File: src/rtl/hit_trg_rate_monitor.sv
// Windowed rate monitor: counts hit, busy and trigger events between update_end
// rising edges, flags persistently idle channels and measures logic_match->eff_trg delay.
module hit_trg_rate_monitor #(
  parameter int HIT_CH    = 8,
  parameter int BUSY_CH   = 2,
  parameter int HIT_CNT_W = 32,
  parameter int CNT_W     = 16,
  parameter int IDLE_WIN  = 4,
  localparam int PSEL_W   = (HIT_CH / 2 > 1) ? $clog2(HIT_CH / 2) : 1,
  localparam int BSEL_W   = (BUSY_CH > 1) ? $clog2(BUSY_CH) : 1
) (
  input  logic                 clk_in,
  input  logic                 rst_n_in,
  input  logic [HIT_CH-1:0]    hit_syn_in,
  input  logic [BUSY_CH-1:0]   busy_syn_in,
  input  logic                 update_end_in,
  input  logic                 eff_trg_in,
  input  logic                 coincid_trg_in,
  input  logic                 logic_match_in,
  input  logic                 ext_trg_syn_in,
  input  logic                 auto_sel_in,
  input  logic [PSEL_W-1:0]    hit_monit_fix_sel_in,
  input  logic [BSEL_W-1:0]    busy_monit_fix_sel_in,
  output logic [PSEL_W-1:0]    hit_monit_sel_out,
  output logic [BSEL_W-1:0]    busy_monit_sel_out,
  output logic [HIT_CNT_W-1:0] hit_monit_cnt_0_out,
  output logic [HIT_CNT_W-1:0] hit_monit_cnt_1_out,
  output logic [CNT_W-1:0]     busy_monit_cnt_out,
  output logic [CNT_W-1:0]     eff_trg_cnt_out,
  output logic [CNT_W-1:0]     coincid_trg_cnt_out,
  output logic [CNT_W-1:0]     logic_match_cnt_out,
  output logic [CNT_W-1:0]     ext_trg_cnt_out,
  output logic [7:0]           hit_monit_err_cnt_out,
  output logic [7:0]           busy_monit_err_cnt_out,
  output logic [7:0]           trg_delay_timer_out,
  output logic                 cnt_valid_out,
  output logic                 tmr_state_dbg_out
);

  typedef enum logic {ST_IDLE = 1'b0, ST_RUN = 1'b1} tmr_state_e;

  localparam int NPAIR = HIT_CH / 2;

  function automatic logic pick_hit(input logic [HIT_CH-1:0] v, input logic [PSEL_W-1:0] pair,
                                    input logic odd);
    logic [PSEL_W:0] idx;
    idx = {pair, odd};
    if (int'(idx) < HIT_CH) return v[idx];
    return 1'b0;
  endfunction

  function automatic logic pick_busy(input logic [BUSY_CH-1:0] v, input logic [BSEL_W-1:0] sel);
    if (int'(sel) < BUSY_CH) return v[sel];
    return 1'b0;
  endfunction

  // Edge samples; arm_q masks the first cycle after reset so lines already high are not events.
  logic                arm_q;
  logic [HIT_CH-1:0]   hit_q;
  logic [BUSY_CH-1:0]  busy_q;
  logic                upd_q;
  logic [3:0]          trg_q;
  logic [3:0]          trg_in;
  logic [HIT_CH-1:0]   hit_ev;
  logic [BUSY_CH-1:0]  busy_ev;
  logic [3:0]          trg_ev;
  logic                close;

  logic [PSEL_W-1:0]   hsel_q, hsel_d;
  logic [BSEL_W-1:0]   bsel_q, bsel_d;
  logic                sel_chg;

  logic [1:0][HIT_CNT_W-1:0] hit_live_q, hit_live_d, hit_out_q;
  logic [1:0]                hit_ev_cur, hit_ev_new;
  logic [CNT_W-1:0]          busy_live_q, busy_live_d, busy_out_q;
  logic                      busy_ev_cur, busy_ev_new;
  logic [3:0][CNT_W-1:0]     trg_live_q, trg_live_d, trg_out_q;

  logic [7:0] hrun_q, hrun_d, hrun_inc, herr_q, herr_d;
  logic [7:0] brun_q, brun_d, brun_inc, berr_q, berr_d;
  logic       hrun_hit, brun_hit;
  logic       valid_q;

  tmr_state_e state_q, state_d;
  logic [7:0] timer_q, timer_d, timer_inc, delay_q, delay_d;

  assign trg_in  = {ext_trg_syn_in, logic_match_in, coincid_trg_in, eff_trg_in};
  assign hit_ev  = hit_syn_in & ~hit_q & {HIT_CH{arm_q}};
  assign busy_ev = busy_syn_in & ~busy_q & {BUSY_CH{arm_q}};
  assign trg_ev  = trg_in & ~trg_q & {4{arm_q}};
  assign close   = update_end_in & ~upd_q & arm_q;

  always_comb begin
    hsel_d = hsel_q;
    bsel_d = bsel_q;
    if (close) begin
      if (auto_sel_in) begin
        hsel_d = (int'(hsel_q) >= NPAIR - 1) ? '0 : hsel_q + PSEL_W'(1);
        bsel_d = (int'(bsel_q) >= BUSY_CH - 1) ? '0 : bsel_q + BSEL_W'(1);
      end else begin
        hsel_d = hit_monit_fix_sel_in;
        bsel_d = busy_monit_fix_sel_in;
      end
    end
  end

  assign sel_chg = (hsel_d != hsel_q) || (bsel_d != bsel_q);

  // A close reloads from events on the channels selected for the window that starts now.
  always_comb begin
    hit_ev_cur[0] = pick_hit(hit_ev, hsel_q, 1'b0);
    hit_ev_cur[1] = pick_hit(hit_ev, hsel_q, 1'b1);
    hit_ev_new[0] = pick_hit(hit_ev, hsel_d, 1'b0);
    hit_ev_new[1] = pick_hit(hit_ev, hsel_d, 1'b1);
    busy_ev_cur   = pick_busy(busy_ev, bsel_q);
    busy_ev_new   = pick_busy(busy_ev, bsel_d);
    hit_live_d    = hit_live_q;
    busy_live_d   = busy_live_q;
    trg_live_d    = trg_live_q;
    for (int i = 0; i < 2; i++) begin
      if (close) hit_live_d[i] = HIT_CNT_W'(hit_ev_new[i]);
      else if (hit_ev_cur[i] && hit_live_q[i] != '1) hit_live_d[i] = hit_live_q[i] + HIT_CNT_W'(1);
    end
    if (close) busy_live_d = CNT_W'(busy_ev_new);
    else if (busy_ev_cur && busy_live_q != '1) busy_live_d = busy_live_q + CNT_W'(1);
    for (int t = 0; t < 4; t++) begin
      if (close) trg_live_d[t] = CNT_W'(trg_ev[t]);
      else if (trg_ev[t] && trg_live_q[t] != '1) trg_live_d[t] = trg_live_q[t] + CNT_W'(1);
    end
  end

  always_comb begin
    hrun_inc = '0;
    brun_inc = '0;
    if (hit_live_q[0] == '0 || hit_live_q[1] == '0)
      hrun_inc = (hrun_q == 8'hFF) ? hrun_q : hrun_q + 8'd1;
    if (busy_live_q == '0)
      brun_inc = (brun_q == 8'hFF) ? brun_q : brun_q + 8'd1;
    hrun_hit = close && (hrun_inc == 8'(IDLE_WIN));
    brun_hit = close && (brun_inc == 8'(IDLE_WIN));
    hrun_d   = hrun_q;
    brun_d   = brun_q;
    herr_d   = herr_q;
    berr_d   = berr_q;
    if (close) begin
      hrun_d = (sel_chg || hrun_hit) ? 8'd0 : hrun_inc;
      brun_d = (sel_chg || brun_hit) ? 8'd0 : brun_inc;
      if (hrun_hit && herr_q != 8'hFF) herr_d = herr_q + 8'd1;
      if (brun_hit && berr_q != 8'hFF) berr_d = berr_q + 8'd1;
    end
  end

  // The latched delay is the event-to-event cycle distance, i.e. the count including this cycle.
  always_comb begin
    state_d   = state_q;
    timer_d   = timer_q;
    delay_d   = delay_q;
    timer_inc = (timer_q == 8'hFF) ? timer_q : timer_q + 8'd1;
    case (state_q)
      ST_IDLE: begin
        if (trg_ev[2] && trg_ev[0]) begin
          delay_d = 8'd0;
        end else if (trg_ev[2]) begin
          state_d = ST_RUN;
          timer_d = 8'd0;
        end
      end
      ST_RUN: begin
        timer_d = timer_inc;
        if (trg_ev[2] && trg_ev[0]) begin
          delay_d = 8'd0;
          timer_d = 8'd0;
          state_d = ST_IDLE;
        end else if (trg_ev[2]) begin
          timer_d = 8'd0;
        end else if (trg_ev[0]) begin
          delay_d = timer_inc;
          state_d = ST_IDLE;
        end
      end
    endcase
  end

  always_ff @(posedge clk_in or negedge rst_n_in) begin
    if (!rst_n_in) begin
      arm_q       <= 1'b0;
      hit_q       <= '0;
      busy_q      <= '0;
      upd_q       <= 1'b0;
      trg_q       <= '0;
      hsel_q      <= '0;
      bsel_q      <= '0;
      hit_live_q  <= '0;
      hit_out_q   <= '0;
      busy_live_q <= '0;
      busy_out_q  <= '0;
      trg_live_q  <= '0;
      trg_out_q   <= '0;
      hrun_q      <= '0;
      brun_q      <= '0;
      herr_q      <= '0;
      berr_q      <= '0;
      valid_q     <= 1'b0;
      state_q     <= ST_IDLE;
      timer_q     <= '0;
      delay_q     <= '0;
    end else begin
      arm_q       <= 1'b1;
      hit_q       <= hit_syn_in;
      busy_q      <= busy_syn_in;
      upd_q       <= update_end_in;
      trg_q       <= trg_in;
      hsel_q      <= hsel_d;
      bsel_q      <= bsel_d;
      hit_live_q  <= hit_live_d;
      busy_live_q <= busy_live_d;
      trg_live_q  <= trg_live_d;
      hrun_q      <= hrun_d;
      brun_q      <= brun_d;
      herr_q      <= herr_d;
      berr_q      <= berr_d;
      valid_q     <= close;
      state_q     <= state_d;
      timer_q     <= timer_d;
      delay_q     <= delay_d;
      if (close) begin
        hit_out_q  <= hit_live_q;
        busy_out_q <= busy_live_q;
        trg_out_q  <= trg_live_q;
      end
    end
  end

  assign hit_monit_sel_out      = hsel_q;
  assign busy_monit_sel_out     = bsel_q;
  assign hit_monit_cnt_0_out    = hit_out_q[0];
  assign hit_monit_cnt_1_out    = hit_out_q[1];
  assign busy_monit_cnt_out     = busy_out_q;
  assign eff_trg_cnt_out        = trg_out_q[0];
  assign coincid_trg_cnt_out    = trg_out_q[1];
  assign logic_match_cnt_out    = trg_out_q[2];
  assign ext_trg_cnt_out        = trg_out_q[3];
  assign hit_monit_err_cnt_out  = herr_q;
  assign busy_monit_err_cnt_out = berr_q;
  assign trg_delay_timer_out    = delay_q;
  assign cnt_valid_out          = valid_q;
  assign tmr_state_dbg_out      = state_q;

endmodule

File: config.mk
export PLATFORM = sky130hd
export DESIGN_NAME = hit_trg_rate_monitor
export DESIGN_NICKNAME = d
export VERILOG_FILES = /design/src/rtl/hit_trg_rate_monitor.sv
export SDC_FILE = /design/constraint.sdc
export NUM_CORES = 1
export LEC_CHECK = 0
export ABC_AREA = 1
export CAP_MARGIN = 20
export CORE_MARGIN = 5
export CORE_UTILIZATION = 42
export DETAILED_ROUTE_END_ITERATION = 7
export RECOVER_POWER = 100
export SLEW_MARGIN = 20
export SYNTH_ARGS = -nofsm -noshare
export SYNTH_HDL_FRONTEND = slang
export SYNTH_SLANG_ARGS = --single-unit
File: constraint.sdc
create_clock -name clk_in -period 1.7 [get_ports clk_in]
set_input_delay 0.17 -clock clk_in [delete_from_list [all_inputs] [get_ports clk_in]]
set_output_delay 0.17 -clock clk_in [all_outputs]
set_load 0.005 [all_outputs]
# Word-level counts from Yosys, hierarchy flattened
# Index checks and enable logic that the tools add are counted.
[word_totals] ff_bits=357
[op_classes] n_addsub=14 order_cmp=8 n_eq_ne=21 n_mux=55 bitwise_logic=13 reduce_logical=30
[op_table] cell="2-to-1 mux 16 bit" n=10
[op_table] cell="2-to-1 mux 32 bit" n=4
[op_table] cell="2-to-1 mux 8 bit" n=15
[op_table] cell="adder 16 x 1 -> 16 bit, second input constant" n=5
[op_table] cell="!= test 16 bit, second input constant" n=5
[op_table] cell="adder 32 x 1 -> 32 bit, second input constant" n=2
[op_table] cell="zero test 32 bit" n=2
[op_table] cell="!= test 32 bit, second input constant" n=2
[op_table] cell="adder 8 x 1 -> 8 bit, second input constant" n=5
[op_table] cell="case mux 8 bit (2 select lines)" n=2
[op_table] cell="equality test 8 bit, second input constant" n=3
[op_table] cell="bitwise AND 8 bit" n=2
[op_table] cell="equality test 8 x 3 -> 1 bit, second input constant" n=2
[op_table] cell="zero test 16 bit" n=1
[op_table] cell="less-than comparator 3 x 4 -> 1 bit, second input constant" n=4
[op_table] cell="2-to-1 mux 1 bit" n=16
[op_table] cell="!= test 8 bit, second input constant" n=2
[op_table] cell="nonzero test 2 bit" n=7
[op_table] cell="logical AND 1 bit" n=12
[op_table] cell="bitwise AND 4 bit" n=2
[op_table] cell="binary-select mux 1 bit (select 2 bit)" n=4
[op_table] cell="NOT 8 bit" n=1
[op_table] cell="2-to-1 mux 2 bit" n=3
[op_table] cell="!= test 2 bit, second input constant" n=3
[op_table] cell="other kinds (17)" n=27

# Depth between registers and ports, before layout
# Gate-level depths: netlist of run 1.
[logic_depth] depth_word=8 ltp_mapped=15 ltp_nobuf=15

# Worst setup path after synthesis of run 1
# OpenSTA, ideal clock, no wires.
[synth_path] kind="register to register" from="reg hit_live_q[32] (netlist bit)" to="reg herr_q[5] (netlist: hit_monit_err_cnt_out[5])" setup_time_ns=0.117 arrival_time_ns=1.752 t_required_ns=1.583 slack_ns=-0.170 stages_incl_launch_ff=15 n_path_buf=1 cell_sequence="dfrtp_1 -> inv_1 -> ha_1 -> inv_1 -> nor3_1 -> nand2_1 -> nor2_1 -> nand2_1 -> nand2_1 -> nand4_2 -> nor2_2 -> buf_4 -> nand3_1 -> nand2_1 -> nand2_1"
[synth_between] elab_chain_len=7
[synth_lines] element="start: declaration" line_no="73" text="logic [1:0][HIT_CNT_W-1:0] hit_live_q, hit_live_d, hit_out_q;"
[synth_lines] element="start signal: assignment" line_no="215" text="hit_live_q <= hit_live_d;"
[synth_lines] element="zero test 32 bit" line_no="135" text="if (hit_live_q[0] == '0 || hit_live_q[1] == '0)"
[synth_lines] element="logical OR 1 bit" line_no="135"
[synth_lines] element="2-to-1 mux 8 bit" line_no="135"
[synth_lines] element="equality test 8 x 3 -> 1 bit" line_no="139" text="hrun_hit = close && (hrun_inc == 8'(IDLE_WIN));"
[synth_lines] element="logical AND 1 bit" line_no="139"
[synth_lines] element="logical AND 1 bit" line_no="148" text="if (hrun_hit && herr_q != 8'hFF) herr_d = herr_q + 8'd1;"
[synth_lines] element="AND reduction 2 bit (no source line)"
[synth_lines] element="end signal: assignment" line_no="220" text="herr_q <= herr_d;"
[synth_lines] element="end: declaration" line_no="79" text="logic [7:0] hrun_q, hrun_d, hrun_inc, herr_q, herr_d;"
# No other way between the ends.
# A chain may end at the register's enable or synchronous reset.

# Worst setup path in the final report of run 1
[layout_path] from="reg arm_q" to="reg hit_live_q[25] (netlist bit)"
[layout_between] elab_chain_len=5
[layout_lines] element="start: declaration" line_no="58" text="logic arm_q;"
[layout_lines] element="start signal: assignment" line_no="186" text="arm_q <= 1'b0;"
[layout_lines] element="start signal: assignment" line_no="208" text="arm_q <= 1'b1;"
[layout_lines] element="bitwise AND 8 bit" line_no="88" text="assign hit_ev = hit_syn_in & ~hit_q & {HIT_CH{arm_q}};"
[layout_lines] element="binary-select mux 1 bit (select 2 bit)" line_no="48" text="if (int'(idx) < HIT_CH) return v[idx];"
[layout_lines] element="2-to-1 mux 1 bit (implied by the code)" line_no="48"
[layout_lines] element="logical AND 1 bit" line_no="122" text="else if (hit_ev_cur[i] && hit_live_q[i] != '1) hit_live_d[i] = hit_live_q[i] + HIT_CNT_W'(1);"
[layout_lines] element="nonzero test 2 bit (no source line)"
# Parallel ways exist; a longest one is shown, timed or not. The select of a mux whose other input is x is not followed.

==> results.sh, run 1 <==
export IMPL_clk_pin_slew_worst_paths_ps=60
export IMPL_hold_viol=0
export IMPL_relSlewSlack_pct=47.4
export IMPL_core_area_um2=41800
export IMPL_cap_violations=0
export IMPL_ys_top_cells_by_area="dfrtp_1 (51%), nand2_1 (13%), o21ai_0 (6.4%)"
export IMPL_reg2regPathDepth=11
export IMPL_fin_crit_ps=2020
export IMPL_critPathBufInv=3
export IMPL_track_usage_pct=23.9
export IMPL_path_depth=11
export IMPL_ys_ff_latch=357
export IMPL_cts_root_buf="clkbuf_16"
export IMPL_drtPass1Iterations=5
export IMPL_grt_pass1_wl_um=92100
export IMPL_setup_viol_count_final=301
export IMPL_drc=0
export IMPL_avgViaCountPerCell=5.18
export IMPL_htree_levels=2
export IMPL_seq_area_frac_synth_pct=50.6
export IMPL_crit_path_max_incr_delay_ps=450
export IMPL_crit_fanout=7
export IMPL_grt_max_degree=65
export IMPL_startpoint_type="register"
export IMPL_syn_area_per_cell_um2=7.84
export IMPL_status="complete, but fails checks"
export IMPL_min_period_over_period_pct=119
export IMPL_crit_chain="clkinv_4 > nor2_4 > nand2_2 > o221ai_4 > buf_6 > nand2_8 > buf_12 > nor2_8 > nand3_2 > o21ai_1 > nor2_1"
export IMPL_p_leak_nw=13.3
export IMPL_async_flop_share_pct=100
export IMPL_clock_latency_ps=570
export IMPL_numClockSinks=357
export IMPL_arrival_ps=2470
export IMPL_die_y_um=215
export IMPL_tns_ps=-30950
export IMPL_preCtsSetupSlack_ps=-690
export IMPL_pin_count=194
export IMPL_hpwl_um=38700
export IMPL_clock_path_buffers=3
export IMPL_synth_flop_cell="dfrtp_1"
export IMPL_hp_class="input pin to register"
export IMPL_rsz0062_at_grt="yes"
export IMPL_synth_edf_count=0
export IMPL_worst_slack_ps=-317
export IMPL_chipWidth_um=215
export IMPL_hp_start="update_end_in"
export IMPL_dpl_instance_area_um2=23300
export IMPL_r2r_slack_ps=-320
export IMPL_diodes=0
export IMPL_clock_skew_final_ps=18.0
export IMPL_area_delta_synth_final_pct=60.0
export IMPL_power_density_nw_per_um2=896
export IMPL_overflow=0
export IMPL_vdd_ir_drop_max_uv=1040
export IMPL_routedWlPerCell_um=16.7
export IMPL_io_buffers=193
export IMPL_postRouteAntennaNets=0
export IMPL_critical_path_class="register to register"
export IMPL_rows=75
export IMPL_required_ps=2150
export IMPL_dieArea_um2=46200
export IMPL_r2r_end="hit_live_q[25]"
export IMPL_min_path_cells=1
export IMPL_cp_top_family="simple AND/OR/NAND/NOR gates"
export IMPL_netlist_top_cell_by_area="dfrtp_1"
export IMPL_finalInstanceArea_um2=28200
export IMPL_whs_ps=202
export IMPL_critPathSlowestCell="dfrtp_2"
export IMPL_violations="setup timing"
export IMPL_hold_end="upd_q"
export IMPL_synth_area_um2=17700
export IMPL_netlist_instances=2251
export IMPL_start_util_pct=42.3
export IMPL_cts_buffers=41
export IMPL_yosysWarnings=0
export IMPL_dr_first_iter_drc_count=1061
export IMPL_antenna_found_initial=2
export IMPL_synth_top_area_share_pct=50.6
export IMPL_cts_tree="built"
export IMPL_reg2reg_from="arm_q"
export IMPL_drt_total_wl_um=58600
export IMPL_gp_congestion=0.892
export IMPL_layout_nets=2985
export IMPL_max_freq_mhz=496
export IMPL_syn_nets=2287
export IMPL_ys_types=52
export IMPL_dr_total_vias=18300
export IMPL_tightest_slew_ps=788
export IMPL_grt_pass1_vias=18100
export IMPL_slew_violations=0
export IMPL_drive_above_1_share_pct=36.7
export IMPL_crit_path_end_kind="register"
[flip-flops by register name (all words and copies together), names as in the netlist, 32 cells and up]
name,cells
hit_monit_cnt_0_out,32
hit_live_q,64
hit_monit_cnt_1_out,32
trg_live_q,64
[worst max-delay path by stage]
| stage | startpoint | endpoint | slack [ps] |
|---|---|---|---|
| 6_report | arm_q | hit_live_q[25] | -320 |
| 4_1_cts | hit_live_q[32] | hit_monit_err_cnt_out[7] | -250 |
| 3_3_place_gp | hit_syn_in[6] | hit_live_q[0] | -640 |
| 5_1_grt | arm_q | hit_live_q[40] | -440 |
| 2_1_floorplan | hrun_q[1] | hit_monit_err_cnt_out[5] | -110 |
| 3_5_place_dp | arm_q | hit_live_q[0] | -690 |
[cells by family (layout without fill, tap and decap cells)]
logic type	after synthesis	after routing	share of synthesized area [%]
adder cells (fa/ha/maj)	15	15	1.06
other	1	1	0.0212
XOR/XNOR	23	23	1.18
flip-flops	357	357	50.6
buffers and inverters	315	1045	6.95
AND/OR/NAND/NOR	1143	1144	28.1
AO/OA/AOI/OAI	397	397	12.1
[synthesized netlist by cell type (5+ instances only)]
master and number:
a211oi_1 6, a21oi_1 82, a31oi_1 8, and3_1 5
buf_1 8, clkbuf_1 45, dfrtp_1 357, ha_1 15
inv_1 216, inv_2 32, nand2_1 599, nand2_2 5
nand3_1 126, nand4_1 59, nor2_1 209, nor2_2 14
nor3_1 85, nor3_2 5, nor4_1 21, o21a_1 6
o21ai_0 225, o21ai_1 39, o21ai_2 7, o22ai_1 7
xor2_1 18
[power by group]
group	total [W]	switching, W	internal [W]
combinational	0.00640	0.00330	0.00309
clock	0.00926	0.00372	0.00554
sequential	0.00965	0.000501	0.00915
total	0.0253	0.00753	0.0178
[per-layer routing]
layer  global-route usage, %  wire length, um  vias up
li1                        -                -     8812
met1                    30.7            24700     8837
met2                    40.2            28900      469
met3                    4.69             3060      132
met4                    8.79             2000        4
met5                       0               21        -
[cells in the final DEF, fill, tap and decap left out, types with 11 or more instances in the layout]
cell             count
clkbuf_16           43
a21oi_2             32
nor2_2              36
dfrtp_1            353
nand2_4             35
nor3_2              35
dlygate4sd3_1       16
inv_4               13
nor3_4              16
inv_1              188
buf_12              13
nand3_2             36
nor2_4              47
nand4_1             59
o21ai_2             51
clkdlybuf4s50_1    154
dlygate4sd2_1       14
inv_2               45
buf_6               69
xor2_1              17
nor4_1              11
nand2_1            491
buf_4              415
nand3_4             14
nand3_1             76
o21ai_1             54
a21oi_1             48
o21ai_0            164
nand2_2             77
clkbuf_1            14
nor3_1              40
nor2_1             141
[metrics by stage]
stage	util [%]	power, W	instances
after global placement	55.8	0.0145	3320
after global routing	67.6	0.0265	3521
final	67.6	0.0253	3521
after floorplan	-	0.0118	2251
after CTS	63.7	0.0251	3464
after detailed placement	55.8	0.0146	3320
[worst reg2reg max path, cell delays in order (launching register included)]
cell      delay (ps)
dfrtp_2          450
clkinv_4         130
nor2_4           100
nand2_2           80
o221ai_4         260
buf_6            160
nand2_8           60
buf_12           160
nor2_8           170
nand3_2          120
o21ai_1          150
nor2_1            50
[what timing repair did]
| item | CTS | global route |
|---|---|---|
| hold endpoints to repair | 254 | 0 |
| pin swaps | 100 | 141 |
| cloned | 8 | 2 |
| setup buffers | 63 | 71 |
| hold buffers | 1 | 0 |
| setup endpoints to repair | 249 | 211 |
| gates resized for setup | 332 | 396 |
[area by class of cell]
type                            instances  area [um2]
Inverter                              252        1020
Fill cell                            3293       13500
Tap cell                              539         674
Sequential cell                       357        8940
Timing Repair Buffer                  716        6450
Multi-Input combinational cell       1580        9750
Clock buffer                           61        1240
Clock inverter                         15         170
Timing Repair inverter                  1        6.26
(Power assumes the default switching activity.)
==> run 2, diff against run 1 <==
Settings changed: PLACE_DENSITY set to 0.63.
==> run 2 against run 1 <==
  * First-iteration DRC count up 11%
  * Routed wire length increased by 8.6%
  * Global-route usage is 0.23 points higher
  * Sequential share of layout area is 0.91 points lower
  * Maximum frequency fell by 4.9%
  * Worst hold slack lost 9.4 ps
  * The flow still finishes with violations (setup timing)
  * Final cell count is 0.97% higher
  * Largest power group is now clock
  * Clock skew fell by 7.5 ps
==> results.sh, run 2 (same netlist as run 1, synthesis figures left out) <==
export IMPL_status="complete, but fails checks"
export IMPL_violations="setup timing"
export IMPL_clock_latency_ps=570
export IMPL_hp_class="input pin to register"
export IMPL_gp_congestion=0.926
export IMPL_critPathBufInv=4
export IMPL_hold_viol=0
export IMPL_reg2regPathDepth=14
export IMPL_antenna_found_initial=3
export IMPL_cts_tree="built"
export IMPL_tns_ps=-31580
export IMPL_cts_root_buf="clkbuf_16"
export IMPL_cap_violations=0
export IMPL_min_period_over_period_pct=125
export IMPL_critPathSlowestCell="dfrtp_1"
export IMPL_overflow=0
export IMPL_p_int_w=0.0185
export IMPL_chipWidth_um=215
export IMPL_relSlewSlack_pct=21.5
export IMPL_r2r_slack_ps=-420
export IMPL_pin_count=194
export IMPL_start_util_pct=42.3
export IMPL_critical_path_class="register to register"
export IMPL_critPathMostFrequentCell="nand2_1"
export IMPL_numClockSinks=357
export IMPL_area_delta_synth_final_pct=64.7
export IMPL_arrival_ps=2620
export IMPL_p_seq_share_pct=37.0
export IMPL_power_switching_share_pct=29.6
export IMPL_reg_top3="hit_live_q (64), trg_live_q (64)"
export IMPL_grt_pass1_vias=18700
export IMPL_drt_total_wl_um=63700
export IMPL_drive_above_1_share_pct=37.7
export IMPL_crit_path_max_incr_delay_ps=410
export IMPL_grt_max_degree=69
export IMPL_slew_violations=0
export IMPL_required_ps=2200
export IMPL_clock_path_buffers=3
export IMPL_path_depth=14
export IMPL_die_y_um=215
export IMPL_dr_total_vias=19000
export IMPL_startpoint_type="register"
export IMPL_drc=0
export IMPL_crit_path_end_kind="register"
export IMPL_vdd_ir_drop_max_uv=884
export IMPL_p_switching_w=0.00775
export IMPL_fin_crit_ps=2120
export IMPL_rows=75
export IMPL_nFillCells=3063
export IMPL_r2r_end="hit_monit_err_cnt_out[6]"
export IMPL_hpwl_um=38600
export IMPL_drtPass1Iterations=5
export IMPL_cp_top_family="simple AND/OR/NAND/NOR gates"
export IMPL_cts_buffers=42
export IMPL_routedWlPerCell_um=17.9
export IMPL_crit_start="hrun_q[0]"
export IMPL_worstSetupEndpoint="hit_monit_err_cnt_out[6]"
export IMPL_layout_nets=3017
export IMPL_core_area_um2=41800
export IMPL_reg2reg_from="hrun_q[0]"
export IMPL_io_buffers=193
export IMPL_max_freq_mhz=472
export IMPL_dieArea_um2=46200
export IMPL_p_comb_share_pct=26.0
export IMPL_postRouteAntennaNets=0
export IMPL_track_usage_pct=24.1
export IMPL_final_cell_mix="nand2_1 (485), buf_4 (403), dfrtp_1 (355)"
export IMPL_grt_pass1_wl_um=93400
export IMPL_htree_levels=2
export IMPL_tightest_slew_ps=1180
export IMPL_setup_viol_count_final=195
export IMPL_p_clk_share_pct=37.1
export IMPL_final_common_cell="nand2_1"
export IMPL_clock_skew_final_ps=10.4
export IMPL_dr_first_iter_drc_count=1179
export IMPL_p_leak_nw=13.6
export IMPL_whs_ps=192
export IMPL_crit_fanout=6
export IMPL_crit_chain="ha_4 > nand2_4 > clkinv_1 > nand3_1 > nand2_1 > o21ai_1 > inv_2 > o21ai_2 > nand2_2 > nor2_4 > buf_12 > buf_16 > nand4_1 > nand2_1"
export IMPL_clk_pin_slew_worst_paths_ps=60
export IMPL_power_density_nw_per_um2=901
export IMPL_avgViaCountPerCell=5.33
export IMPL_worst_slack_ps=-420
export IMPL_rsz0062_at_grt="yes"
-- run 2: how the worst min path moves through the flow --
stage                        startpoint                     end  slack (ps)  cells after the start
final                     update_end_in                   upd_q         190                      1
after global routing      update_end_in                   upd_q         190                      1
after CTS                 update_end_in                   upd_q          50                      1
after detailed placement       rst_n_in  hit_monit_cnt_0_out[8]          90                      1
after global placement         rst_n_in  hit_monit_cnt_0_out[8]          90                      1
after floorplan                rst_n_in                   arm_q        -130                      0
-- run 2: metal layers --
layer,track usage [%],part of all wire [%]
met1,30.4,39
met2,40.8,50
met3,4.98,6.4
met4,9.52,4.3
met5,0,0.041
-- run 2: through the flow --
step | total power [W] | setup slack, ps | instance area, um2 | instances | util [%]
floorplan | 0.0118 | -109 | 17800 | 2251 | -
global placement | 0.0144 | -527 | 23200 | 3316 | 55.6
detailed placement | 0.0145 | -561 | 23200 | 3316 | 55.6
CTS | 0.0254 | -289 | 27000 | 3481 | 64.8
global route | 0.0273 | -550 | 29100 | 3554 | 69.6
finish | 0.0262 | -420 | 29100 | 3555 | 69.6
-- run 2: power groups by stage --
stage,sequential (W),combinational (W),clock (W)
2_1_floorplan,0.00973,0.00206,0
3_3_place_gp,0.00973,0.00465,0
3_5_place_dp,0.00975,0.00473,0
4_1_cts,0.00963,0.00591,0.00991
5_1_grt,0.00975,0.00731,0.0103
6_report,0.00969,0.00680,0.00971
-- run 2: layout make-up --
class / instances / area [um2] / area share, %
Antenna cell: 1 / 2.50 / 0.00861
Clock buffer: 68 / 1340 / 4.62
Clock inverter: 10 / 159 / 0.547
Inverter: 252 / 1030 / 3.54
Multi-Input combinational cell: 1579 / 9810 / 33.8
Sequential cell: 357 / 8940 / 30.7
Tap cell: 539 / 674 / 2.32
Timing Repair Buffer: 747 / 7090 / 24.4
Timing Repair inverter: 2 / 23.8 / 0.0818
-- run 2: repair_timing --
item	CTS	global route
hold endpoints to repair	357	0
hold buffers	1	0
cloned	8	19
buffers inserted	86	64
endpoints found under the setup margin	221	344
gates resized for setup	419	409
pin swaps	116	168
==> run 3, diff against run 2 <==
Settings changed: CTS_CLUSTER_SIZE set to 14, HOLD_SLACK_MARGIN set to 0.08, PLACE_DENSITY 0.63 to 0.6.
Clock period 1.7 ns to 2.7 ns, I/O delays scaled along.
==> run 3 against run 2 <==
  * Die area unchanged
  * The flow finishes with violations (capacitance limit, slew limit)
  * Critical path type unchanged
  * Global-route usage fell by 3.9 points
  * Clock-buffer cell count down 5
==> results.sh, run 3 (same netlist as run 1, synthesis figures left out) <==
export IMPL_drtPass1Iterations=6
export IMPL_clock_path_buffers=3
export IMPL_clock_latency_ps=550
export IMPL_r2r_slack_ps=210
export IMPL_cts_root_buf="clkbuf_16"
export IMPL_status="complete, but fails checks"
export IMPL_hp_start="logic_match_in"
export IMPL_max_freq_mhz=402
export IMPL_rsz0062_at_grt="no"
export IMPL_hp_class="input pin to register"
export IMPL_final_common_cell="nand2_1"
export IMPL_final_cell_mix="nand2_1 (600), dfrtp_1 (357), o21ai_0 (254)"
export IMPL_clock_skew_final_ps=10.7
export IMPL_min_path_cells=1
export IMPL_tns_ps=0
export IMPL_track_usage_pct=20.2
export IMPL_stdcell_count=3016
export IMPL_drc=0
export IMPL_hpwl_um=33800
export IMPL_whs_ps=300
export IMPL_reg2regPathDepth=10
export IMPL_die_y_um=215
export IMPL_postRouteAntennaNets=0
export IMPL_relSlewSlack_pct=-11.5
export IMPL_gp_congestion=0.910
export IMPL_htree_levels=2
export IMPL_dp_cells=2941
export IMPL_drt_total_wl_um=46600
export IMPL_start_util_pct=42.3
export IMPL_grt_pass1_vias=15100
export IMPL_area_delta_synth_final_pct=22.2
export IMPL_slew_violations=57
export IMPL_critical_path_class="register to register"
export IMPL_grt_max_degree=147
export IMPL_dieArea_um2=46200
export IMPL_dr_total_vias=15400
export IMPL_arrival_ps=2900
export IMPL_r2r_end="hit_live_q[7]"
export IMPL_cap_violations=1
export IMPL_tightest_slew_ps=1670
export IMPL_core_area_um2=41800
export IMPL_vdd_ir_drop_max_uv=461
export IMPL_layout_nets=2483
export IMPL_hold_end="trg_q[2]"
export IMPL_min_period_over_period_pct=92.1
export IMPL_antenna_found_initial=3
export IMPL_grt_pass1_wl_um=78600
export IMPL_crit_path_end_kind="register"
export IMPL_violations="capacitance limit, slew limit"
export IMPL_cts_buffers=42
export IMPL_p_total_w=0.0141
export IMPL_dr_first_iter_drc_count=1099
export IMPL_routedWlPerCell_um=15.4
export IMPL_post_cts_buffers=0
export IMPL_clk_pin_slew_worst_paths_ps=60
export IMPL_cts_tree="built"
export IMPL_reg2reg_from="arm_q"
export IMPL_avgViaCountPerCell=5.12
export IMPL_fin_crit_ps=2490
export IMPL_numClockSinks=357
export IMPL_reg_top3="hit_live_q (64), trg_live_q (64)"
export IMPL_chipWidth_um=215
export IMPL_hold_viol=0
export IMPL_rows=75
export IMPL_io_buffers=193
export IMPL_pin_count=194
export IMPL_power_density_nw_per_um2=652
export IMPL_p_leak_nw=10.3
export IMPL_startpoint_type="register"
export IMPL_crit_fanout=9
export IMPL_drive_above_1_share_pct=5.98
export IMPL_overflow=0
export IMPL_required_ps=3110
export IMPL_setup_viol_count_final=0
run 3: cell types whose count changed in the layout (fill, tap and decap cells not counted), moves of 85 or more:
cell,change
dlygate4sd3_1,+172
buf_4,-398
buf_6,-85
nand2_1,+115
o21ai_0,+125
clkdlybuf4s50_1,-147
run 3: through the flow:
step	worst slack, ps	utilization [%]	instance area (um2)
5_1_grt	9.39	51.7	21600
6_report	214	51.7	21600
3_3_place_gp	215	48.5	20200
4_1_cts	255	51.9	21700
3_5_place_dp	145	48.5	20200
2_1_floorplan	830	-	17700
run 3: how the worst max path moves through the flow:
stage,depth (start not counted),end,startpoint,slack [ps]
6_report,10,hit_live_q[7],arm_q,210
3_5_place_dp,15,hrun_q[3],update_end_in,150
4_1_cts,10,hit_live_q[61],hit_live_q[32],250
5_1_grt,12,brun_q[5],brun_q[0],9
2_1_floorplan,14,hit_monit_err_cnt_out[5],hit_live_q[32],830
3_3_place_gp,15,hrun_q[3],update_end_in,210
run 3: report_power, final:
group / switching [W] / internal, W / total [W] / leakage, nW
combinational: 0.00133 / 0.000832 / 0.00216 / 4.77
clock: 0.00222 / 0.00361 / 0.00582 / 0.700
sequential: 0.000329 / 0.00576 / 0.00609 / 4.86
run 3: routing by layer:
layer,GRT usage (%),share of wire [%]
met5,0,0.028
met3,4.14,5.2
met2,33.4,47
met1,27.4,46
met4,5.23,1.9
run 3: worst max-delay path, stage by stage, from the launching register on:
cell	delay, ps
dfrtp_1	580
inv_2	120
nor2_1	100
nand2_1	70
o221ai_1	350
nand2_1	170
clkbuf_2	270
inv_1	230
nand2_1	100
o21ai_0	230
a21boi_0	140
run 3: cell type report:
cell class              instances  area (um2)
multi-input cells            1579        7450
inverters                     252         948
diodes                          1        2.50
clock buffers                  63        1300
well taps                     539         674
repair buffers                215        2130
fillers                      4078       20200
flip-flops and latches        357        8930
clock inverters                10         133
run 3: repair_timing:
action | in CTS | in global routing
setup endpoints to repair | 0 | 0
gates resized for setup | 0 | 0
endpoints found under the hold margin | 51 | 0
hold buffers | 1 | 0
